## src/rtl/mc_ctrl_pkg.sv

```systemverilog
// Shared encodings for the multi-cycle MIPS control sequencer: states, opcodes,
// ALU and mux select codes, and the packed control vector.
package mc_ctrl_pkg;

  typedef enum logic [3:0] {
    FETCH    = 4'd0,
    DECODE   = 4'd1,
    MEM_ADDR = 4'd2,
    MEM_RD   = 4'd3,
    MEM_WB   = 4'd4,
    MEM_WR   = 4'd5,
    R_EXEC   = 4'd6,
    R_WB     = 4'd7,
    I_EXEC   = 4'd8,
    I_WB     = 4'd9,
    BRANCH   = 4'd10,
    JUMP     = 4'd11
  } state_t;

  localparam logic [5:0] OP_RTYPE = 6'b000000;
  localparam logic [5:0] OP_ORI   = 6'b001101;
  localparam logic [5:0] OP_LW    = 6'b100011;
  localparam logic [5:0] OP_SW    = 6'b101011;
  localparam logic [5:0] OP_BEQ   = 6'b000100;
  localparam logic [5:0] OP_J     = 6'b000010;

  localparam logic [1:0] ALU_OP_ADD   = 2'b00;
  localparam logic [1:0] ALU_OP_SUB   = 2'b01;
  localparam logic [1:0] ALU_OP_FUNCT = 2'b10;
  localparam logic [1:0] ALU_OP_OR    = 2'b11;

  localparam logic [1:0] ALU_B_REG    = 2'b00;
  localparam logic [1:0] ALU_B_FOUR   = 2'b01;
  localparam logic [1:0] ALU_B_IMM    = 2'b10;
  localparam logic [1:0] ALU_B_BRANCH = 2'b11;

  localparam logic [1:0] PC_SRC_ALU    = 2'b00;
  localparam logic [1:0] PC_SRC_ALUOUT = 2'b01;
  localparam logic [1:0] PC_SRC_JUMP   = 2'b10;

  typedef struct packed {
    logic       pc_write;
    logic       pc_write_cond;
    logic [1:0] pc_source;
    logic       i_or_d;
    logic       mem_read;
    logic       mem_write;
    logic       ir_write;
    logic       mem_to_reg;
    logic       reg_dst;
    logic       reg_write;
    logic       alu_src_a;
    logic [1:0] alu_src_b;
    logic       ext_zero;
    logic [1:0] alu_op;
    logic       instr_done;
    logic       illegal_op;
  } ctrl_t;

  function automatic logic op_legal(input logic [5:0] op);
    return (op == OP_RTYPE) || (op == OP_ORI) || (op == OP_LW) ||
           (op == OP_SW) || (op == OP_BEQ) || (op == OP_J);
  endfunction

endpackage

```

## src/rtl/mc_ctrl_decode.sv

```systemverilog
// Combinational map from sequencer state (plus opcode and memory handshake)
// to the datapath control vector.
module mc_ctrl_decode
  import mc_ctrl_pkg::*;
(
  input  state_t     state,
  input  logic [5:0] op,
  input  logic       mem_ready,
  output ctrl_t      ctrl
);

  always_comb begin
    ctrl = '0;
    case (state)
      FETCH: begin
        ctrl.mem_read  = 1'b1;
        ctrl.i_or_d    = 1'b0;
        ctrl.alu_src_a = 1'b0;
        ctrl.alu_src_b = ALU_B_FOUR;
        ctrl.alu_op    = ALU_OP_ADD;
        ctrl.pc_source = PC_SRC_ALU;
        // IR and PC only load in the cycle the fetch actually completes
        ctrl.ir_write  = mem_ready;
        ctrl.pc_write  = mem_ready;
      end
      DECODE: begin
        ctrl.alu_src_a = 1'b0;
        ctrl.alu_src_b = ALU_B_BRANCH;
        ctrl.alu_op    = ALU_OP_ADD;
        if (!op_legal(op)) begin
          ctrl.illegal_op = 1'b1;
          ctrl.instr_done = 1'b1;
        end
      end
      MEM_ADDR: begin
        ctrl.alu_src_a = 1'b1;
        ctrl.alu_src_b = ALU_B_IMM;
        ctrl.alu_op    = ALU_OP_ADD;
      end
      MEM_RD: begin
        ctrl.mem_read = 1'b1;
        ctrl.i_or_d   = 1'b1;
      end
      MEM_WB: begin
        ctrl.reg_write  = 1'b1;
        ctrl.mem_to_reg = 1'b1;
        ctrl.reg_dst    = 1'b0;
        ctrl.instr_done = 1'b1;
      end
      MEM_WR: begin
        ctrl.mem_write  = 1'b1;
        ctrl.i_or_d     = 1'b1;
        ctrl.instr_done = mem_ready;
      end
      R_EXEC: begin
        ctrl.alu_src_a = 1'b1;
        ctrl.alu_src_b = ALU_B_REG;
        ctrl.alu_op    = ALU_OP_FUNCT;
      end
      R_WB: begin
        ctrl.reg_write  = 1'b1;
        ctrl.reg_dst    = 1'b1;
        ctrl.mem_to_reg = 1'b0;
        ctrl.instr_done = 1'b1;
      end
      I_EXEC: begin
        ctrl.alu_src_a = 1'b1;
        ctrl.alu_src_b = ALU_B_IMM;
        ctrl.ext_zero  = 1'b1;
        ctrl.alu_op    = ALU_OP_OR;
      end
      I_WB: begin
        ctrl.reg_write  = 1'b1;
        ctrl.reg_dst    = 1'b0;
        ctrl.mem_to_reg = 1'b0;
        ctrl.instr_done = 1'b1;
      end
      BRANCH: begin
        ctrl.alu_src_a     = 1'b1;
        ctrl.alu_src_b     = ALU_B_REG;
        ctrl.alu_op        = ALU_OP_SUB;
        ctrl.pc_write_cond = 1'b1;
        ctrl.pc_source     = PC_SRC_ALUOUT;
        ctrl.instr_done    = 1'b1;
      end
      JUMP: begin
        ctrl.pc_write   = 1'b1;
        ctrl.pc_source  = PC_SRC_JUMP;
        ctrl.instr_done = 1'b1;
      end
      default: ctrl = '0;
    endcase
  end

endmodule

```

## src/rtl/multi_cycle_control.sv

```systemverilog
// Multi-cycle MIPS control sequencer: state register and next-state logic;
// per-state control lines come from mc_ctrl_decode.
module multi_cycle_control
  import mc_ctrl_pkg::*;
(
  input  logic       clk,
  input  logic       rst,
  input  logic [5:0] op,
  input  logic       mem_ready,
  output logic       pc_write,
  output logic       pc_write_cond,
  output logic [1:0] pc_source,
  output logic       i_or_d,
  output logic       mem_read,
  output logic       mem_write,
  output logic       ir_write,
  output logic       mem_to_reg,
  output logic       reg_dst,
  output logic       reg_write,
  output logic       alu_src_a,
  output logic [1:0] alu_src_b,
  output logic       ext_zero,
  output logic [1:0] alu_op,
  output logic       instr_done,
  output logic       illegal_op,
  output logic [3:0] state
);

  state_t cur;
  ctrl_t  dec_ctrl;
  ctrl_t  ctrl;

  always_ff @(posedge clk or posedge rst) begin
    if (rst) begin
      cur <= FETCH;
    end else begin
      case (cur)
        FETCH:    if (mem_ready) cur <= DECODE;
        DECODE: begin
          case (op)
            OP_RTYPE:     cur <= R_EXEC;
            OP_ORI:       cur <= I_EXEC;
            OP_LW, OP_SW: cur <= MEM_ADDR;
            OP_BEQ:       cur <= BRANCH;
            OP_J:         cur <= JUMP;
            default:      cur <= FETCH;
          endcase
        end
        MEM_ADDR: cur <= (op == OP_LW) ? MEM_RD : MEM_WR;
        MEM_RD:   if (mem_ready) cur <= MEM_WB;
        MEM_WR:   if (mem_ready) cur <= FETCH;
        R_EXEC:   cur <= R_WB;
        I_EXEC:   cur <= I_WB;
        default:  cur <= FETCH;
      endcase
    end
  end

  mc_ctrl_decode u_decode (
    .state     (cur),
    .op        (op),
    .mem_ready (mem_ready),
    .ctrl      (dec_ctrl)
  );

  // Reset blanks the FETCH-state requests too, so nothing leaks while rst is high
  assign ctrl = rst ? '0 : dec_ctrl;

  assign pc_write      = ctrl.pc_write;
  assign pc_write_cond = ctrl.pc_write_cond;
  assign pc_source     = ctrl.pc_source;
  assign i_or_d        = ctrl.i_or_d;
  assign mem_read      = ctrl.mem_read;
  assign mem_write     = ctrl.mem_write;
  assign ir_write      = ctrl.ir_write;
  assign mem_to_reg    = ctrl.mem_to_reg;
  assign reg_dst       = ctrl.reg_dst;
  assign reg_write     = ctrl.reg_write;
  assign alu_src_a     = ctrl.alu_src_a;
  assign alu_src_b     = ctrl.alu_src_b;
  assign ext_zero      = ctrl.ext_zero;
  assign alu_op        = ctrl.alu_op;
  assign instr_done    = ctrl.instr_done;
  assign illegal_op    = ctrl.illegal_op;
  assign state         = rst ? 4'd0 : cur;

endmodule

```

## config.mk

```make
export PLATFORM = sky130hd
export DESIGN_NAME = multi_cycle_control
export DESIGN_NICKNAME = d
export VERILOG_FILES = /design/src/rtl/mc_ctrl_pkg.sv /design/src/rtl/mc_ctrl_decode.sv /design/src/rtl/multi_cycle_control.sv
export SDC_FILE = /design/constraint.sdc
export NUM_CORES = 1
export LEC_CHECK = 0
export BUFFER_PORTS_ARGS = -buffer_cell sky130_fd_sc_hd__clkbuf_2
export CORE_ASPECT_RATIO = 0.9
export CORE_UTILIZATION = 40
export DETAILED_ROUTE_END_ITERATION = 8
export GPL_ROUTABILITY_DRIVEN = 1
export GPL_TIMING_DRIVEN = 0
export PLACE_DENSITY_LB_ADDON = 0.15
export SYNTH_ARGS = -nofsm -noshare
export SYNTH_HDL_FRONTEND = slang
export SYNTH_SLANG_ARGS = --single-unit
```

## constraint.sdc

```tcl
create_clock -name clk -period 2.7 [get_ports clk]
set_clock_uncertainty 0.05 [all_clocks]
set_input_delay 0.27 -clock clk [delete_from_list [all_inputs] [get_ports clk]]
set_output_delay 0.27 -clock clk [all_outputs]
set_load 0.02 [all_outputs]
```

==> summary.md, run 1 <==
| Metric | Value |
|---|---|
| Flops & latches, synth | 4 |
| Crit path max fanout | 10 |
| Diodes inserted | 0 |
| Initial core utilization | 44.33% |
| Dpl cell area | 853.3 um2 |
| Buf+Inv Stages, Crit Path | 3 |
| Wire per inst | 12.31 um |
| P_leak | 0.4428 nW |
| Slowest CP cell | dfrtp_1 |
| Initial DRC count | 39 |
| Crit path DAT | 1.69 ns |
| Post-synthesis async set-or-reset flop share | 100.0% |
| Worst skew pair latency | 0.23 ns |
| Post-CTS Setup Inserts | 0 |
| First-pass GRT wire length | 2884 um |
| Largest net degree at the start of global routing | 11 |
| Antenna viol nets, final | 0 |
| Maximum clock path buffer count | 2 |
| CP required | 2.38 ns |
| Nets@finish | 142 |
| Top flop regs | cur: 4 flops |
| CP Launch Type | flip-flop |
| Pwr Density | 387.4 mW/mm2 |
| Status | complete, no violations |
| Max Cap Viol | 0 |
| Total Wirelength | 1884 um |
| Initial antenna violation count | 0 |
| PnR worst setup slack | 0.6926 ns |
| Final hold violation count | 0 |
| Reg2reg setup slack | 1.09 ns |
| Pwr Total | 0.3393 mW |
| Area Growth Syn to Fin | 30.60% |
| Largest register FFs | 4 |
| Least-Margin Pin Slew | 0.4277 ns |
| Tcrit/Tclk final | 74.35% |
| Grt total ovfl | 0 |
| Synthesized area per cell | 6.914 um2 |
| Clock root cell | clkbuf_4 |
| Critical path's top delay family | buffers and inverters |
| Number of synthesized flops with an enable pin | 0 |
| Crit. End Element | output pin |
| Most flops, register | cur |
| I/O pins | 32 |
| CTS Sinks | 4 |
| Post_cts resized | 0 |
| Clock buffer count from CTS | 3 |
| Drt via density | 5.569 |
| Clk slew on worst S/H paths | 0.04 ns |
| Synth Cell Area | 670.6 um2 |
| 1st-pass router iterations | 4 |
| Synth Flop Type | dfrtp_1 |
| CTS tree | built |
| Total GRT Usage | 22.28% |
| Largest stage delay on the critical path | 0.40 ns |
| Yosys warns | 0 |
| I/O Buffers | 31 |
| Final Setup Violations | 0 |
| Dpl ws | 0.9461 ns |
| Cts-stage hold buffer count | 0 |
| DP HPWL | 1470 um |
| Min Tclk post-route | 2.007 ns |
| Min-Delay Path Class | in -> async |
| Vias in the first global route | 649 |
| Die H | 40.85 um |
| F_max | 498.2 MHz |
| Via count | 852 |
| Core Footprint | 0.001513 mm2 |
| Cells along the critical path | buf_2 > buf_2 > nand2_1 > nand3_1 > o211ai_1 > a31oi_2 > clkbuf_2 |
| Layout cells sized above 1 | 35.88% |
| Post-Route Setup TNS | 0 ns |
| Row count | 13 |
| Die Footprint | 0.001845 mm2 |
| Critical path type | reg -> out |
| Rel. slew slack | 71.23% |
| Die width | 45.16 um |
| Synth Net Count | 106 |
| Slew Limit Fails | 0 |
| Final instance area | 875.8 um2 |
| Post-synthesis cell count | 97 |
| Sequential fraction of the synthesis area | 14.93% |
| Unrepaired setup endpoints after global routing | no |
| Routability Congestion | 0.8718 |
| Most common cell on crit path | buf_2 |
| Peak supply drop | 0.3056 mV |
| CTS H-Tree Depth | 1 |
| Drt drc | 0 |
| Synth cell types | 39 |
[per-layer routing]
layer	GRT usage, %	vias up	share of wire (%)
li1	-	421	-
met1	30.71	398	46
met2	35.14	33	48
met3	2.643	0	5.0
met4	9.848	0	0
met5	0	-	0
[final timing paths]
check / from / endpoint / cells after the start
worst min register to register: cur[1] / cur[2] / 3
max in group asynchronous: rst / cur[2] / 3
worst min-delay path: rst / cur[3] / 3
worst max-delay path: cur[2] / instr_done / 7
min in group clk: mem_ready / cur[2] / 4
worst max register to register: cur[0] / cur[2] / 5
[cell type report]
cell class | count | area (um2)
Timing Repair Buffer | 31 | 155.1
Inverter | 3 | 11.26
Tap cell | 22 | 27.53
Buffer | 9 | 51.30
Sequential cell | 4 | 100.1
Fill cell | 162 | 636.9
Clock buffer | 3 | 22.52
Multi-Input combinational cell | 81 | 508.0
[power by group]
part	switching, mW	internal [mW]	total, mW	leakage (nW)
sequential	0.00509	0.0663	0.0714	0.0540
clock	0.0216	0.0495	0.0711	0.0138
combinational	0.123	0.0739	0.197	0.375
[kinds of logic after synthesis]
group / share of synthesized area, %
DFF: 14.93
AOI/OAI and AO/OA: 25.56
xor gates and xnor gates: 2.612
buffers and inverters: 9.328
and+or+nand+nor: 47.58
[Yosys cell counts (3+ instances only)]
cell / count / share of area (%)
a21oi_1: 6 / 4.5
nor2_1: 8 / 4.5
o21ai_0: 4 / 3.0
nand2_1: 7 / 3.9
buf_2: 5 / 3.7
nor3_1: 5 / 3.7
nor2b_1: 9 / 8.4
inv_1: 3 / 1.7
nand2b_1: 4 / 3.7
dfrtp_1: 4 / 15
and3_1: 5 / 4.7
nor4_1: 3 / 2.8
[worst reg2reg max path, delay by kind of cell (launching register included)]
kind | cells | cell delay (ns)
buf+inv | 1 | 0.13
simple gates | 2 | 0.74
compound gates | 2 | 0.21
flops | 1 | 0.36
[per-stage QoR]
step / cells / hold WS [ns] / utilization [%]
final: 153 / 0.1881 / 57.90
after global routing: 153 / 0.2522 / 57.90
after CTS: 153 / 0.1673 / 57.90
after detailed placement: 150 / 0.4146 / 56.41
after global placement: 150 / 0.4178 / 56.41
after floorplan: 97 / 0.2082 / -
[layout by cell type, fill, tap and decap left out, types with 2 or more instances in the layout]
cell / netlist / final
clkbuf_2: 0 / 31
nor2b_1: 9 / 9
nor2_1: 8 / 8
nand2_1: 7 / 7
a21oi_1: 6 / 6
buf_2: 5 / 5
nor3_1: 5 / 5
and3_1: 5 / 5
nand2b_1: 4 / 4
o21ai_0: 4 / 4
dfrtp_1: 4 / 4
inv_1: 3 / 3
nor4_1: 3 / 3
clkbuf_4: 0 / 3
nand3_1: 2 / 2
nand4b_1: 2 / 2
a31oi_1: 2 / 2
o211ai_1: 2 / 2
clkbuf_1: 2 / 2
o22ai_1: 2 / 2
and2_1: 2 / 2
Note: power is estimated with default switching activity, not from simulation.
==> inputs of run 2 (changes only) <==
clock period = 1.8 ns   (was 2.7 ns; I/O delays follow)
==> run 2 against run 1 <==
  * Final cell count increased by 2.6%
  * Highest routed layer is now met4
  * Design area increased by 13%
  * Count of clock-buffer cells in the layout unchanged
  * Die area is the same
  * Power rose by 68%
==> summary.md, run 2 (synthesized netlist as in run 1, its figures left out) <==
| Metric | Value |
|---|---|
| Status | complete, no violations |
| Drt drc | 0 (unchanged) |
| Grt total ovfl | 0 (unchanged) |
| Reg2reg setup slack | 0.17 ns (-0.92 ns) |
| CTS tree | built |
| Path depth of the worst reg2reg path | 5 (unchanged) |
| Top flop regs | cur: 4 flops |
| Total GRT Usage | 24.76% (+2.5 points) |
| Core Footprint | 0.001513 mm2 (unchanged) |
| Final Setup Violations | 0 (unchanged) |
| Vias in the first global route | 785 (+21%) |
| CP required | 1.57 ns (-0.81 ns) |
| Crit path max fanout | 10 (unchanged) |
| Worst skew pair latency | 0.23 ns (about the same) |
| Commonest non-fill, non-tap cell in the layout | clkbuf_2 |
| Critical path type | reg -> out |
| F_max | 566.7 MHz |
| Hold_ws | 0.1433 ns (-0.04473 ns) |
| Via count | 866 (+1.6%) |
| Unrepaired setup endpoints after global routing | yes |
| CTS Sinks | 4 (unchanged) |
| Least-Margin Pin Slew | 0.4811 ns (+0.05345 ns) |
| Pwr Density | 577.4 mW/mm2 (+49%) |
| P_leak | 0.4760 nW (+7.5%) |
| Die Footprint | 0.001845 mm2 (unchanged) |
| Post-Route Setup TNS | 0 ns (unchanged) |
| Die H | 40.85 um (unchanged) |
| DR top layer | met4 |
| CTS H-Tree Depth | 1 (unchanged) |
| Row count | 13 (unchanged) |
| Cts-stage hold buffer count | 0 (unchanged) |
| Area Growth Syn to Fin | 47.02% |
| Drt via density | 5.516 (-0.95%) |
| Wire per inst | 13.07 um (+6.1%) |
| Dpl cell area | 860.8 um2 (+0.88%) |
| 1st-pass router iterations | 4 (unchanged) |
| Diodes inserted | 0 (unchanged) |
| Final hold violation count | 0 (unchanged) |
| Initial DRC count | 27 (-31%) |
| Crit. End Element | output pin |
| Final instance area | 985.9 um2 (+13%) |
| Routability Congestion | 0.8546 (-2.0%) |
| Die width | 45.16 um (unchanged) |
| Clock buffer count from CTS | 3 (unchanged) |
| Layout cells sized above 1 | 45.93% (+10 points) |
| DP HPWL | 1536 um (+4.5%) |
| Initial core utilization | 44.33% (unchanged) |
| Largest net degree at the start of global routing | 11 (unchanged) |
| Rel. slew slack | 67.93% (-3.3 points) |
| Antenna viol nets, final | 0 (unchanged) |
| Met3 Wirelength | 85 um (-9.6%) |
| Routed met2 length | 1035 um (+13%) |
| Total Wirelength | 2052 um (+8.9%) |
| Clock root cell | clkbuf_4 |
| Clk slew on worst S/H paths | 0.04 ns (about the same) |
| CP Launch Type | flip-flop |
| Initial antenna violation count | 0 (unchanged) |
| Tcrit/Tclk final | 98.03% |
| I/O pins | 32 (unchanged) |
| Maximum clock path buffer count | 2 (unchanged) |
| Max Cap Viol | 0 (unchanged) |
| Slew Limit Fails | 0 (unchanged) |
| Largest register FFs | 4 (unchanged) |
| I/O Buffers | 31 (unchanged) |
| Crit path DAT | 1.53 ns (-0.16 ns) |
| Most flops, register | cur |
| Nets@finish | 146 (+2.8%) |
| Min Tclk post-route | 1.765 ns |
| Peak supply drop | 0.4640 mV (+52%) |
| Min-Delay Path Class | in -> async |
| Met1 wire length | 923 um (+5.4%) |
| Most frequent cells in the layout | clkbuf_2 (26), buf_4 (11), nor2b_1 (9), nand2_1 (7) |
| First-pass GRT wire length | 3215 um (+11%) |
run 2: cell count changes in the layout (fill, tap and decap cells not counted), sizes merged:
cell	previous run	this run
buf	7	16
clkbuf	36	31
run 2: path summary, 6_finish.rpt:
path	endpoint	from
max	mem_read	cur[2]
min	cur[1]	rst
max reg2reg	cur[2]	cur[2]
min reg2reg	cur[2]	cur[1]
max in group asynchronous	cur[3]	rst
min in group clk	cur[0]	mem_ready
run 2: per-layer routing:
metal,vias up,track usage (%)
met3,2,4.405
met4,0,12.88
met1,401,29.40
met2,31,43.48
met5,-,0
li1,432,-
run 2: cell type report:
class | instances | area (um2)
Multi-Input combinational cell | 81 | 561.8
Fill cell | 146 | 526.8
Timing Repair Buffer | 35 | 195.2
Sequential cell | 4 | 101.3
Buffer | 9 | 66.31
Tap cell | 22 | 27.53
Clock buffer | 3 | 22.52
Inverter | 3 | 11.26
run 2: what timing repair did:
item / CTS / global route
endpoints found under the setup margin: 9 / 10
resized for setup: 9 / 17
cloned: 0 / 0
buffers inserted: 3 / 1
pin swaps: 0 / 1
run 2: power breakdown:
group / switching, mW / total, mW / leakage, nW / internal, mW
sequential: 0.00701 / 0.107 / 0.0524 / 0.0998
combinational: 0.208 / 0.355 / 0.410 / 0.147
clock: 0.0332 / 0.108 / 0.0138 / 0.0743
run 2: worst max-delay path, stage by stage, from the launching register on:
cell and delay (ns):
dfrtp_1 0.38, buf_4 0.18, buf_6 0.15, nor2_2 0.13
nor4bb_2 0.24, clkbuf_2 0.22
run 2: stage by stage:
stage / setup slack [ns] / std cells / utilization [%] / power [mW]
3_3_place_gp: 0.1139 / 150 / 56.91 / 0.3997
5_1_grt: -0.02291 / 157 / 65.18 / 0.6104
3_5_place_dp: 0.1027 / 150 / 56.91 / 0.4043
4_1_cts: -0.004628 / 156 / 61.79 / 0.5427
2_1_floorplan: -0.008272 / 97 / - / 0.3199
6_report: 0.03541 / 157 / 65.18 / 0.5693
